**src/rtl/dac_spi_rx.sv**
```systemverilog
// dac_spi_rx: per-lane SPI frame receiver for the DAC_SYNC/DAC_SCLK/DAC_DIN loopback buses.
//
// Parameters
//   LANES       number of independent DAC lanes
//   FRAME_BITS  bits per frame; last 16 are data, the leading FRAME_BITS-16 are control
// Ports
//   dataclk         system clock, rising edge
//   reset_n         asynchronous active-low reset
//   DAC_SYNC        per-lane frame select, active low, asynchronous
//   DAC_SCLK        per-lane serial clock, data taken on its falling edge
//   DAC_DIN         per-lane serial data, MSB first
//   rx_data         last data word per lane, lane k at [16k+15:16k]
//   rx_ctrl         last control byte per lane, lane k at [8k+7:8k]
//   rx_valid        one-cycle strobe per lane: frame completed
//   rx_err          one-cycle strobe per lane: frame aborted or overrun
//   rx_frame_count  per-lane count of valid frames, wrapping
// Configuration
//   DAC_RX_CTRL_CHECK_EN  when defined, a completed frame with nonzero ctrl[1:0]
//                         (power-down bits) is reported on rx_err and not latched
module dac_spi_rx #(
    parameter int LANES      = 8,
    parameter int FRAME_BITS = 24
) (
    input  logic                  dataclk,
    input  logic                  reset_n,
    input  logic [LANES-1:0]      DAC_SYNC,
    input  logic [LANES-1:0]      DAC_SCLK,
    input  logic [LANES-1:0]      DAC_DIN,
    output logic [16*LANES-1:0]   rx_data,
    output logic [8*LANES-1:0]    rx_ctrl,
    output logic [LANES-1:0]      rx_valid,
    output logic [LANES-1:0]      rx_err,
    output logic [16*LANES-1:0]   rx_frame_count
);
    typedef enum logic [1:0] {ARM, IDLE, SHIFT, DONE} state_t;

    logic [LANES-1:0] r_sync_s1, r_sync_s2, r_sync_s3;
    logic [LANES-1:0] r_sclk_s1, r_sclk_s2, r_sclk_s3;
    logic [LANES-1:0] r_din_s1, r_din_s2;
    logic [1:0]       r_warm;
    logic [LANES-1:0] w_sync_fall, w_sync_rise, w_sclk_fall;

    // Synchronizers reset to idle-high so no edges appear out of reset.
    // r_warm marks when s2 holds a real pin sample rather than the reset value,
    // so ARM does not mistake the reset-forced high for a released SYNC.
    always_ff @(posedge dataclk or negedge reset_n) begin
        if (!reset_n) begin
            r_sync_s1 <= '1;
            r_sync_s2 <= '1;
            r_sync_s3 <= '1;
            r_sclk_s1 <= '1;
            r_sclk_s2 <= '1;
            r_sclk_s3 <= '1;
            r_din_s1  <= '1;
            r_din_s2  <= '1;
            r_warm    <= '0;
        end else begin
            r_sync_s1 <= DAC_SYNC;
            r_sync_s2 <= r_sync_s1;
            r_sync_s3 <= r_sync_s2;
            r_sclk_s1 <= DAC_SCLK;
            r_sclk_s2 <= r_sclk_s1;
            r_sclk_s3 <= r_sclk_s2;
            r_din_s1  <= DAC_DIN;
            r_din_s2  <= r_din_s1;
            r_warm    <= {r_warm[0], 1'b1};
        end
    end

    assign w_sync_fall = r_sync_s3 & ~r_sync_s2;
    assign w_sync_rise = ~r_sync_s3 & r_sync_s2;
    assign w_sclk_fall = r_sclk_s3 & ~r_sclk_s2;

    for (genvar k = 0; k < LANES; k++) begin : g_lane
        state_t                r_state;
        logic [4:0]            r_cnt;
        logic [FRAME_BITS-2:0] r_shift;
        logic [15:0]           r_data;
        logic [7:0]            r_ctrl;
        logic [15:0]           r_count;
        logic                  r_valid;
        logic                  r_err;
        logic [FRAME_BITS-1:0] w_frame;
        logic                  w_last;
        logic                  w_bad;

        // Full frame as it stands after the bit arriving this cycle.
        assign w_frame = {r_shift, r_din_s2[k]};
        assign w_last  = w_sclk_fall[k] && r_cnt == 5'(FRAME_BITS - 1);
`ifdef DAC_RX_CTRL_CHECK_EN
        assign w_bad   = |w_frame[17:16];
`else
        assign w_bad   = 1'b0;
`endif

        always_ff @(posedge dataclk or negedge reset_n) begin
            if (!reset_n) begin
                r_state <= ARM;
                r_cnt   <= '0;
                r_shift <= '0;
                r_data  <= '0;
                r_ctrl  <= '0;
                r_count <= '0;
                r_valid <= 1'b0;
                r_err   <= 1'b0;
            end else begin
                r_valid <= 1'b0;
                r_err   <= 1'b0;
                case (r_state)
                    ARM: begin
                        if (r_warm[1] && r_sync_s2[k])
                            r_state <= IDLE;
                    end
                    IDLE: begin
                        // A coincident SCLK fall is deliberately not counted.
                        if (w_sync_fall[k]) begin
                            r_cnt   <= '0;
                            r_state <= SHIFT;
                        end
                    end
                    SHIFT: begin
                        // Final bit takes priority over a coincident SYNC rise.
                        if (w_last) begin
                            r_shift <= w_frame[FRAME_BITS-2:0];
                            r_cnt   <= r_cnt + 5'd1;
                            r_state <= DONE;
                            if (w_bad) begin
                                r_err <= 1'b1;
                            end else begin
                                r_valid <= 1'b1;
                                r_data  <= w_frame[15:0];
                                r_ctrl  <= 8'(w_frame[FRAME_BITS-1:16]);
                                r_count <= r_count + 16'd1;
                            end
                        end else if (w_sync_rise[k]) begin
                            r_err   <= 1'b1;
                            r_state <= IDLE;
                        end else if (w_sclk_fall[k]) begin
                            r_shift <= w_frame[FRAME_BITS-2:0];
                            r_cnt   <= r_cnt + 5'd1;
                        end
                    end
                    DONE: begin
                        // Level check also covers a SYNC rise consumed in the completing cycle.
                        if (r_sync_s2[k])
                            r_state <= IDLE;
                        else if (w_sclk_fall[k])
                            r_err <= 1'b1;
                    end
                    default: r_state <= ARM;
                endcase
            end
        end

        assign rx_data[16*k +: 16]        = r_data;
        assign rx_ctrl[8*k +: 8]          = r_ctrl;
        assign rx_frame_count[16*k +: 16] = r_count;
        assign rx_valid[k]                = r_valid;
        assign rx_err[k]                  = r_err;
    end
endmodule

```
**config.mk**
```make
export PLATFORM = sky130hd
export DESIGN_NAME = dac_spi_rx
export DESIGN_NICKNAME = d
export VERILOG_FILES = /design/src/rtl/dac_spi_rx.sv
export SDC_FILE = /design/constraint.sdc
export NUM_CORES = 1
export LEC_CHECK = 0
export CORE_ASPECT_RATIO = 0.9
export CORE_MARGIN = 1
export CORE_UTILIZATION = 55
export DETAILED_ROUTE_END_ITERATION = 6
export GPL_TIMING_DRIVEN = 0
export PLACE_DENSITY = 0.8
export SLEW_MARGIN = 20
export SYNTH_ARGS = -nofsm -noshare
export SYNTH_HDL_FRONTEND = slang
export SYNTH_SLANG_ARGS = --single-unit
```
**constraint.sdc**
```tcl
create_clock -name dataclk -period 6.4 [get_ports dataclk]
set_input_delay 1.92 -clock dataclk [delete_from_list [all_inputs] [get_ports dataclk]]
set_output_delay 1.92 -clock dataclk [all_outputs]
set_load 0.05 [all_outputs]
```
Word-level counts from Yosys, hierarchy flattened
Index checks and enable logic that the tools add are counted.

storage, ports and cells
  register bits after elaboration = 642
  input bits = 26
  output and inout bits = 336
  logic and storage cells = 423

operators by class
  add/sub/neg operators = 16
  equality and inequality tests = 88
  muxes and demuxes = 168
  bitwise gates (word level) = 6
  reduce and logical (&&, ||, !) cells = 72

operators with widths
  cell                                           count
  2-to-1 mux 23 bit                              24
  2-to-1 mux 5 bit                               32
  adder 16 x 1 -> 16 bit, second input constant  8
  2-to-1 mux 2 bit                               40
  one-hot mux 5 bit (2 select lines)             8
  != test 3 bit, second input constant           24
  one-hot mux 2 bit (4 select lines)             8
  AND reduction 4 bit                            16
  2-to-1 mux 1 bit                               48
  != test 2 bit, second input constant           24
  adder 5 x 1 -> 5 bit, second input constant    8
  == test 5 bit, second input constant           8
  == test 2 bit, second input constant           16
  nonzero test 2 bit                             16
  AND 8 bit                                      3
  inverter 8 bit                                 3
  AND reduction 3 bit                            8
  == test 2 x 1 -> 1 bit, second input constant  8
  logical AND 1 bit                              16
  zero test 2 bit                                8
  != test 2 x 1 -> 1 bit, second input constant  8
  one-hot mux 1 bit (2 select lines)             8
  AND reduction 2 bit                            8

Longest topological paths before layout
Gate-level depths: netlist (run 1).

  word-level depth = 6
  gate-level depth with buffers = 9
  gate-level depth less buffers = 7

Least setup slack after synthesis (run 1)
Ideal clock, no wire load.

  path type = reg-to-output
  start = register g_lane[1].r_count[0]
  end = output rx_frame_count[16]
  arrival time = 687 ps
  required time = 4480 ps
  path slack = 3793 ps
  cell stages (with the launch flop) = 1
  buffers on the path = 0
  cells stage by stage = dfrtp_1

RTL lines
  item                    line  text
  from (decl)             80    logic [15:0] r_count;
  from (signal assigned)  133   r_count <= r_count + 16'd1;
  to (decl)               33    output logic [16*LANES-1:0] rx_frame_count

No word-level cell between the ends.

Worst setup path in the final report (run 1)
  start = register g_lane[0].r_count[2]
  end = output rx_frame_count[2]

RTL lines
  item                    line
  from (decl)             80
  from (signal assigned)  133

No word-level cell between the ends.

==> results.cfg, run 1 <==
[timing]
skew_ns = 0.0277
finalHoldViolCount = 0
layout_min_cycle_time_ns = 3.91
worst_slack_ns = 2.49
min_period_over_period = 0.610
worst_pin_slew_ns = 0.906
fmax_mhz = 256
timing.slew.headroom = 0.390
finalSetupViolCount = 0
finalSetupTns_ns = 0
rsz0062_at_grt = no
slew_violations = 0
holdWs_ns = 0.353

[synth]
yosysSeqAreaShare = 0.626
syn-num-nets = 1908
postSynthAreaPerCell_sq_um = 14.1
netlist.area_leader.share = 0.561
syn_inst = 1826
synth_cell_types = 58
yosysWarnings = 0
synth.area.top_cells = dfrtp_1 56%, mux2_2 17%, dfstp_2 6.5%, xnor2_1 2.8%, ha_1 2.7%
async_reset_ff_frac = 1.00
synth_edf_count = 0
syn_area_sq_mm = 0.0258
ys_top_cells_by_count = 578 x dfrtp_1, 385 x mux2_2, 83 x xnor2_1
synth_largest_area_cell = dfrtp_1
yosys_register_bits = 642
synth.most_common_cell = dfrtp_1
synthFlopType = dfrtp_1

[worst_hold_path]
hold_class = flop to flop
worstHoldEndpoint = r_warm[1]$_DFF_PN0_
min_from = r_warm[0]$_DFF_PN0_
holdPathStages = 0

[power_and_ir_drop]
peakVddDrop_mv = 0.340
p_sw_w = 0.00218
leakage_nw = 15.3
power_frac_seq = 0.490
clockPowerShare = 0.406
p_sw_frac = 0.246
p_int_w = 0.00668
power_density_mw_per_mm2 = 274
comb_power_share = 0.104

[clocking]
cts_buffers = 61
clock_path_buffers = 3
cts_tree = done
path_clk_slew_ns = 0.06
cts_sinks = 642
clockRootBuffer = clkbuf_16
htreeDepth = 2
post_cts_buffers = 0
clkLatencyLatePin_ns = 0.62
cts_resized = 0
ctsHoldBuffers = 0

[job]
drv_cap = 0

[final_layout]
final_nets = 2339
layout-drive-gt1-share = 0.260
finalInstanceArea_sq_mm = 0.0324
fin_cells = 2919
syn_to_final_growth_pct = 25.6

[routing]
firstDrtPassIters = 5
drtIter0Drc = 781
post_drt_wl_per_cell_microns = 18.0
drc = 0
num_vias = 15900
wirelength_microns = 52600
postRouteAntennaNets = 0
post_drt_via_cell_ratio = 5.44

[placement]
place.port_buffers = 361
place_hpwl_microns = 36600
place_congestion = 0.823
dpl_cell_area_sq_mm = 0.0304
dp_slack_ns = 2.47
place_inst = 2802

[worst_setup_path]
crit_path_end_kind = output port
critPathBufInv = 1
r2r_end = g_lane[4].r_shift[12]$_DFFE_PN0P_
cp.arrival_ns = 1.99
path_delay_family = buffers and inverters
worstSetupStartpointType = flop
path_class = flop to output port
cp_slowest_stage_delay_ns = 0.91
reg2reg_depth = 7
crit_chain = clkdlybuf4s50_1
cp_max_fo = 6
worst_path_max_delay_cell = clkdlybuf4s50_1
r2r-start = g_lane[4].r_state[0]$_DFFE_PN0P_
critPathRequiredTime_ns = 4.48
rrSetupSlack_ns = 3.61

[die]
placeableCoreArea_sq_mm = 0.0458
rows = 74
ioPinCount = 362
die_x_microns = 230
dieArea_sq_mm = 0.0478
die_height_microns = 207
initial_core_util = 0.563

[grt]
antenna_found_initial = 2
groute.usage.overall = 0.225
grt_max_degree = 101
grt-ovfl-total = 0
grt_pass1_vias = 16700
grt_pass1_wl_microns = 87800

[status]
status = complete, no violations
-- layout by cell type, fill, tap and decap left out, drive strengths merged, types with 7 or more instances in the layout --
cell type,Yosys,layout
xor2,36,36
xnor2,84,84
ha,56,56
a21o,7,7
nand2b,33,33
nor4,16,16
mux2i,22,22
nand3b,10,10
dfrtp,578,578
o211ai,9,9
o21ai,35,35
nand3,74,74
nand4b,9,9
clkbuf,17,108
and4,10,10
nor2,34,34
nor3,20,20
a21oi,18,18
mux2,385,385
clkinv,0,13
inv,49,52
buf,47,55
nor2b,13,13
nand2,70,70
dfstp,64,64
nand4,43,43
clkdlybuf4s50,0,360
and3,14,14
-- state kept, by name, indices dropped and copies added, names as in the netlist, 8 cells and up --
signal,flops
g_lane.r_data,128
r_sclk_s1,8
g_lane.r_shift,184
r_sync_s1,8
r_sclk_s3,8
r_din_s2,8
r_sync_s2,8
g_lane.r_count,128
r_sync_s3,8
g_lane.r_err,8
g_lane.r_state,16
g_lane.r_valid,8
r_sclk_s2,8
r_din_s1,8
g_lane.r_cnt,40
g_lane.r_ctrl,64
-- logic make-up (layout without fill, tap and decap cells) --
family,count (synthesis),count (layout),share of synthesized area
AND/OR/NAND/NOR,366,366,0.0783
AO/OA/AOI/OAI,120,120,0.0309
flip-flops,642,642,0.626
other,1,3,0.000145
XOR/XNOR,120,120,0.0410
buffers and inverters,113,596,0.0198
adder cells (fa/ha/maj),57,57,0.0275
multiplexers,407,407,0.177
-- area by class of cell --
class | count | area, sq um
clock buffer | 91 | 1780
antenna | 2 | 5.00
inverter | 49 | 184
sequential | 642 | 16100
clock inverter | 24 | 248
multi-input combinational | 1071 | 9150
buffer | 64 | 328
fill | 3058 | 13400
timing repair buffer | 368 | 3810
tap | 608 | 761
-- layer usage --
metal / routed length [microns] / GRT usage
met5: 0 / 0
met4: 1240 / 0.0703
met3: 3650 / 0.0644
met2: 25000 / 0.358
met1: 22700 / 0.301
-- metrics by stage --
step / total power, W / utilization
floorplan: 0.00503 / -
global placement: 0.00526 / 0.658
detailed placement: 0.00534 / 0.663
CTS: 0.00895 / 0.707
global route: 0.00924 / 0.707
finish: 0.00887 / 0.707
-- power groups by stage --
stage	Combinational [W]	Sequential, W	Clock [W]
3_3_place_gp	0.000845	0.00441	0
2_1_floorplan	0.000647	0.00438	0
4_1_cts	0.000930	0.00434	0.00368
6_report	0.000921	0.00434	0.00360
3_5_place_dp	0.000924	0.00442	0
5_1_grt	0.00103	0.00436	0.00384
-- worst max path at each step --
stage                                     startpoint  slack (ns)                           endpoint  cells past startpoint
finish              g_lane[0].r_count[2]$_DFFE_PN0P_        2.49                  rx_frame_count[2]                      1
global route        g_lane[7].r_count[7]$_DFFE_PN0P_        2.42                rx_frame_count[119]                      1
CTS                 g_lane[7].r_count[7]$_DFFE_PN0P_        2.47                rx_frame_count[119]                      1
detailed placement                           reset_n        2.47              r_din_s1[3]$_DFF_PN1_                      5
global placement                             reset_n      -23.98  g_lane[3].r_count[14]$_DFFE_PN0P_                      1
floorplan           g_lane[1].r_count[0]$_DFFE_PN0P_        3.79                 rx_frame_count[16]                      0
(Power assumes the default switching activity.)
==> inputs of run 2 (changes only) <==
==> constraint.sdc (replaced) <==
create_clock -name dataclk -period 3.7 [get_ports dataclk]
set_input_delay 1.11 -clock dataclk [delete_from_list [all_inputs] [get_ports dataclk]]
set_output_delay 1.11 -clock dataclk [all_outputs]
set_load 0.05 [all_outputs]
==> results of run 2 <==
The final DEF is identical to that of run 1. Status: complete, no violations.
Among the figures that moved: setup slack after placement 2.47 ns -> 0.578 ns; setup slack after layout 2.49 ns -> 0.604 ns; register-to-register setup slack 3.61 ns -> 0.91 ns; total power 0.00887 W -> 0.0153 W; worst IR drop on VDD 0.340 mV -> 0.588 mV
